$ cat src/rtl/ars_pdouble_gen.sv
// +----------------------------------------------------------------------------+
// | Module  : ars_pdouble_gen                                                   |
// | Brief   : GF(2^M) projective point doubling (Lopez-Dahab style X/Z only).   |
// |           X2 = X1^4 + b*Z1^4, Z2 = X1^2*Z1^2. Macro ARS_BCOEF_EN adds b_in. |
// | Revision: 1.0  initial release                                             |
// +----------------------------------------------------------------------------+
`default_nettype none

module ars_pdouble_gen #(
  parameter int          M    = 233,
  parameter logic [M-1:0] POLY = M'(1) | (M'(1) << 74),
  parameter int          D    = 1
) (
  input  logic         clk,
  input  logic         rst,
  input  logic         start,
  input  logic [M-1:0] x_in,
  input  logic [M-1:0] z_in,
`ifdef ARS_BCOEF_EN
  input  logic [M-1:0] b_in,
`endif
  output logic         busy,
  output logic         done,
  output logic [M-1:0] x_out,
  output logic [M-1:0] z_out
);

  localparam int K  = (M + D - 1) / D;
  localparam int KD = K * D;
  localparam int CW = $clog2(K + 1);

  typedef enum logic [2:0] {
    S_IDLE = 3'd0,
    S_SQ1  = 3'd1,
    S_MUL  = 3'd2,
    S_SQ2  = 3'd3,
    S_MULB = 3'd4,
    S_ADD  = 3'd5,
    S_DONE = 3'd6
  } state_t;

  state_t         state_q, state_d;
  logic [M-1:0]   a_q, a_d;
  logic [M-1:0]   t_q, t_d;
  logic [M-1:0]   acc_q, acc_d;
  logic [KD-1:0]  sh_q, sh_d;
  logic [CW-1:0]  cnt_q, cnt_d;
  logic [M-1:0]   xo_q, xo_d;
  logic [M-1:0]   zo_q, zo_d;
  logic [M-1:0]   mul_a;
`ifdef ARS_BCOEF_EN
  logic [M-1:0]   b_q, b_d;
`endif

  function automatic logic [M-1:0] gf_mulx(input logic [M-1:0] v);
    return {v[M-2:0], 1'b0} ^ (v[M-1] ? POLY : '0);
  endfunction

  function automatic logic [M-1:0] gf_sq(input logic [M-1:0] v);
    logic [2*M-2:0] w;
    w = '0;
    for (int i = 0; i < M; i++) w[2*i] = v[i];
    // Fold from the top so bits pushed down by POLY are reduced in turn.
    for (int i = 2*M-2; i >= M; i--) begin
      if (w[i]) w[i-M +: M] = w[i-M +: M] ^ POLY;
    end
    return w[M-1:0];
  endfunction

  // One MSB-first digit step: acc*x^D + a*digit, reduced bit by bit (Horner).
  function automatic logic [M-1:0] gf_mac_digit(input logic [M-1:0] acc,
                                                 input logic [M-1:0] a,
                                                 input logic [D-1:0] dg);
    logic [M-1:0] r;
    r = acc;
    for (int i = D-1; i >= 0; i--) r = gf_mulx(r) ^ (dg[i] ? a : '0);
    return r;
  endfunction

`ifdef ARS_BCOEF_EN
  assign mul_a = (state_q == S_MULB) ? b_q : a_q;
`else
  assign mul_a = a_q;
`endif

  assign busy  = (state_q != S_IDLE) && (state_q != S_DONE);
  assign done  = (state_q == S_DONE);
  assign x_out = xo_q;
  assign z_out = zo_q;

  always_comb begin
    state_d = state_q;
    a_d     = a_q;
    t_d     = t_q;
    acc_d   = acc_q;
    sh_d    = sh_q;
    cnt_d   = cnt_q;
    xo_d    = xo_q;
    zo_d    = zo_q;
`ifdef ARS_BCOEF_EN
    b_d     = b_q;
`endif
    case (state_q)
      S_IDLE: begin
        if (start) begin
          a_d     = x_in;
          t_d     = z_in;
`ifdef ARS_BCOEF_EN
          b_d     = b_in;
`endif
          state_d = S_SQ1;
        end
      end
      S_SQ1: begin
        a_d     = gf_sq(a_q);
        t_d     = gf_sq(t_q);
        cnt_d   = '0;
        state_d = S_MUL;
      end
      S_MUL, S_MULB: begin
        // Count 0 loads the multiplier, counts 1..K consume one digit each.
        if (cnt_q == '0) begin
          acc_d          = '0;
          sh_d           = '0;
          sh_d[M-1:0]    = t_q;
          cnt_d          = CW'(1);
        end else begin
          acc_d = gf_mac_digit(acc_q, mul_a, sh_q[KD-1 -: D]);
          sh_d  = sh_q << D;
          cnt_d = cnt_q + CW'(1);
          if (cnt_q == CW'(K)) begin
            cnt_d = '0;
            if (state_q == S_MUL) begin
              zo_d    = acc_d;
              state_d = S_SQ2;
            end else begin
              t_d     = acc_d;
              state_d = S_ADD;
            end
          end
        end
      end
      S_SQ2: begin
        a_d     = gf_sq(a_q);
        t_d     = gf_sq(t_q);
        cnt_d   = '0;
`ifdef ARS_BCOEF_EN
        state_d = S_MULB;
`else
        state_d = S_ADD;
`endif
      end
      S_ADD: begin
        xo_d    = a_q ^ t_q;
        state_d = S_DONE;
      end
      S_DONE:  state_d = S_IDLE;
      default: state_d = S_IDLE;
    endcase
  end

  always_ff @(posedge clk) begin
    if (rst) begin
      state_q <= S_IDLE;
      a_q     <= '0;
      t_q     <= '0;
      acc_q   <= '0;
      sh_q    <= '0;
      cnt_q   <= '0;
      xo_q    <= '0;
      zo_q    <= '0;
`ifdef ARS_BCOEF_EN
      b_q     <= '0;
`endif
    end else begin
      state_q <= state_d;
      a_q     <= a_d;
      t_q     <= t_d;
      acc_q   <= acc_d;
      sh_q    <= sh_d;
      cnt_q   <= cnt_d;
      xo_q    <= xo_d;
      zo_q    <= zo_d;
`ifdef ARS_BCOEF_EN
      b_q     <= b_d;
`endif
    end
  end

endmodule

`default_nettype wire

$ cat config.mk
export PLATFORM = sky130hd
export DESIGN_NAME = ars_pdouble_gen
export DESIGN_NICKNAME = d
export VERILOG_FILES = /design/src/rtl/ars_pdouble_gen.sv
export SDC_FILE = /design/constraint.sdc
export NUM_CORES = 2
export LEC_CHECK = 0
export CORE_UTILIZATION = 30
export CTS_CLUSTER_SIZE = 25
export DETAILED_ROUTE_END_ITERATION = 10
export GPL_TIMING_DRIVEN = 0
export PLACE_DENSITY = 0.61
export SETUP_SLACK_MARGIN = 0.5
export SKIP_LAST_GASP = 1
export SLEW_MARGIN = 10
export SYNTH_ARGS = -nofsm -noshare
export SYNTH_HDL_FRONTEND = slang
export SYNTH_SLANG_ARGS = --single-unit
$ cat constraint.sdc
create_clock -name clk -period 2.2 [get_ports clk]
set_input_delay 0.66 -clock clk [delete_from_list [all_inputs] [get_ports clk]]
set_output_delay 0.66 -clock clk [all_outputs]
set_load 0.01 [all_outputs]
==> qor.yml <==
status:
  status: "finished with violations"
  failed_checks: "max-capacitance violations, max-slew violations, negative setup slack"
worst_setup_path:
  slowest_delay_ns: 1.08
  arrival_ns: 3.60
  r2r_setup_slack_ns: -0.63
  cp_top_family: "buffers and inverters"
  path_buf_inv: 1
  reg2regPathDepth: 5
  critPathKind: "flop to flop"
  startpoint_type: "flop"
  worstSetupEndpointType: "flop"
  worstPathMaxFanout: 6
  timing.rr.start: "t_q[201]$_SDFFE_PP0P_"
  cp_slowest_cell: "clkbuf_1"
  worstPathRequired_ns: 2.97
  r2r-end: "t_q[84]$_SDFFE_PP0P_"
  path_cells: "clkbuf_1, xnor2_1, nor2_1, a31oi_1, a311oi_1"
sta:
  period_needed_ns: 2.835
  skew_ns: 0.04088
  fin_ws_ns: -0.6348
  period_share_pct: 128.9
  worst_pin_slew_ns: 1.554
  timing.hold.ws_ns: 0.3878
  finalHoldViolations: 0
  finalSetupViolCount: 1461
  rsz0062_at_grt: "true"
  final_max_slew_viol_count: 28
  max-slew-margin-rel_pct: -3.614
  max_freq_ghz: 0.3528
yosys:
  syn_area_sq_mm: 0.06633
  synth_seq_cells: 1409
  syn_inst: 8422
  synth_nets: 8894
  synth.top_cell.area_share_pct: 42.53
  synth.avg_cell_area_sq_um: 7.876
  ys_warn_count: 0
  yosysSeqAreaShare_pct: 42.53
  synth_top_flop_cell: "dfxtp_1"
  synth.distinct_cells: 57
  async_reset_ff_share_pct: 0
  synth_top_area_cell: "dfxtp_1"
  synthTopCellsByArea: "dfxtp_1 43%, xnor2_1 8.8%, nand2_1 8.5%"
  synth_edf_count: 0
placed_design:
  place_congestion: 1.099
  portBuffers: 935
  post-place-ws_ns: -1.339
  post-dp-hpwl_um: 365200
power_and_ir_drop:
  p_sw_share_pct: 38.16
  internal_power_mw: 52.97
  p_clk_share_pct: 33.9
  power_frac_comb_pct: 29.4
  seq_power_share_pct: 36.7
  total_power_mw: 85.66
  p_leak_nw: 31.02
  p_sw_mw: 32.69
  vdd_drop_max_uv: 851.8
  power_density_mw_per_mm2: 927.3
global_routing:
  grt-ovfl-total: 0
  grt_start_max_net_pins: 17
  grtUsageTotal_pct: 39.64
  antenna_found_initial: 94
  grt_pass1_wl_um: 601700
  grt_pass1_vias: 68690
worst_hold_path:
  worstHoldStart: "x_in[166]"
  min_path_type: "input port to flop"
  min_to: "a_q[166]$_SDFFE_PP0P_"
  hold_depth: 3
drt:
  drc: 0
  drt_iter0_markers: 11930
  drtPass1Iterations: 8
  drt_wl_total_um: 469800
  wire_per_inst_um: 36.58
  route.vias.total: 77190
  ant_nets: 0
  via_per_inst: 6.009
clock_tree:
  root_buffer: "clkbuf_16"
  cts_max_level: 4
  tritoncts: "built"
  clkSlewWorstSetupHoldPaths_ns: 0.07
  clock_path_buffers: 3
  cts_buffers: 164
  cts_num_sinks: 1409
  clock_latency_ns: 0.87
  hold_buffers: 0
floorplan:
  die_y_um: 472.2
  rows: 172
  coreArea_sq_mm: 0.2197
  io_pins: 937
  die_area_sq_mm: 0.2230
  die_w_um: 472.2
  initial_core_util_pct: 30.19
layout:
  final_cell_mix: "1434 x nand2_1, 1393 x dfxtp_1, 1115 x nor2_1"
  syn_to_final_growth_pct: 39.27
  fill_cells: 22090
  fin_nets: 10170
  drive_gt1_share_pct: 15.34
  final_common_cell: "nand2_1"
flow_run:
  maxCapViolations: 4
## registers in the layout, summed over array words and instances (netlist names)
signal / count
z_out: 233
acc_q: 233
sh_q: 233
a_q: 233
cnt_q: 8
state_q: 3
x_out: 233
t_q: 233
## tightest hold or removal path, delay by kind of cell
kind | cells | cell delay, ns
AOI/OAI and AO/OA | 1 | 0.08
buffers and inverters | 1 | 0.41
and+or+nand+nor | 1 | 0.06
## area by class of cell
type	instances	area (sq um)	area share (%)
multi-input cells	6052	36310	39.31
flip-flops and latches	1409	28240	30.57
repair buffers	1110	11920	12.90
plain buffers	930	6420	6.950
clock buffers	242	4895	5.299
well taps	2958	3701	4.006
clock inverters	50	614.3	0.6650
diodes	63	157.7	0.1707
inverters	31	120.1	0.1300
## worst max path at each step
stage,from,endpoint,cells past startpoint
6_report,t_q[201]$_SDFFE_PP0P_,t_q[84]$_SDFFE_PP0P_,5
5_1_grt,state_q[2]$_SDFFE_PP0P_,done,6
4_1_cts,state_q[2]$_SDFFE_PP0P_,done,6
3_5_place_dp,sh_q[232]$_SDFFE_PP0P_,t_q[157]$_SDFFE_PP0P_,8
3_3_place_gp,sh_q[232]$_SDFFE_PP0P_,t_q[74]$_SDFFE_PP0P_,8
2_1_floorplan,state_q[2]$_SDFFE_PP0P_,t_q[100]$_SDFFE_PP0P_,8
## layer usage
metal  GRT usage, %  share of wire [%]  wire (um)  vias up
met5              0              0.098        462        -
met4          38.08                 12      54510       68
met3          13.41                 13      62960     1696
met2          54.42                 39     182400     6290
met1          47.72                 36     169500    37250
li1               -                  -          -    31890
## cell families after synthesis
family / Yosys count / synth area share, %
simple gates: 3509 / 22.28
compound gates: 1844 / 20.02
mux: 1 / 0.01509
flops: 1409 / 42.53
fa+ha+maj: 3 / 0.05660
xor+xnor: 695 / 9.177
buf+inv: 961 / 5.921
## synthesized netlist by cell type, types with 2 or more instances
master and instances:
clkbuf_2 7, o2bb2ai_1 2, buf_4 13, xnor2_1 665
and3_1 2, nor3_4 2, clkbuf_1 616, a31o_1 8
a21oi_1 426, a311oi_1 464, buf_2 204, a31o_2 44
a31oi_1 124, or2_2 56, a211oi_1 342, or3_1 3
nor2b_1 2, dfxtp_1 1409, o22ai_1 28, and2_1 28
nor2_1 1139, nand3_1 239, xor2_1 30, ha_1 3
nor4_1 2, a21bo_2 29, nand2_1 1496, o21ai_0 57
a21boi_0 52, or3b_1 2, a221oi_1 52, inv_1 31
nand2b_1 4, and3b_1 52, buf_1 89, nand3b_1 59
o211ai_1 152, nor3_1 417, o311ai_0 28, a22oi_1 27
## power by group through the flow
stage                     clock network (mW)  registers (mW)  logic (mW)
after global routing                    29.8            31.2        25.3
after detailed placement                   0            31.5        20.6
final                                   29.1            31.4        25.2
after CTS                               28.8            31.0        21.1
after floorplan                            0            29.4        11.3
after global placement                     0            31.5        20.3
## metrics by stage
step           setup TNS (ns)  util (%)  std cells  area (sq um)
5_1_grt               -306.99     41.99      12800         92260
3_3_place_gp         -1853.88     36.48      12320         80150
6_report              -262.33     42.04      12850         92380
3_5_place_dp         -1237.03     36.60      12330         80410
4_1_cts               -309.08     39.87      12670         87610
2_1_floorplan               0         -       8422         67090
## timing repair
item,in CTS,in global routing
endpoints found under the hold margin,0,0
setup endpoints to repair,1877,1877
buffers inserted,42,85
pin swaps,9,141
gates cloned,5,30
resized for setup,291,1047
Note: power is estimated with default switching activity, not from simulation.
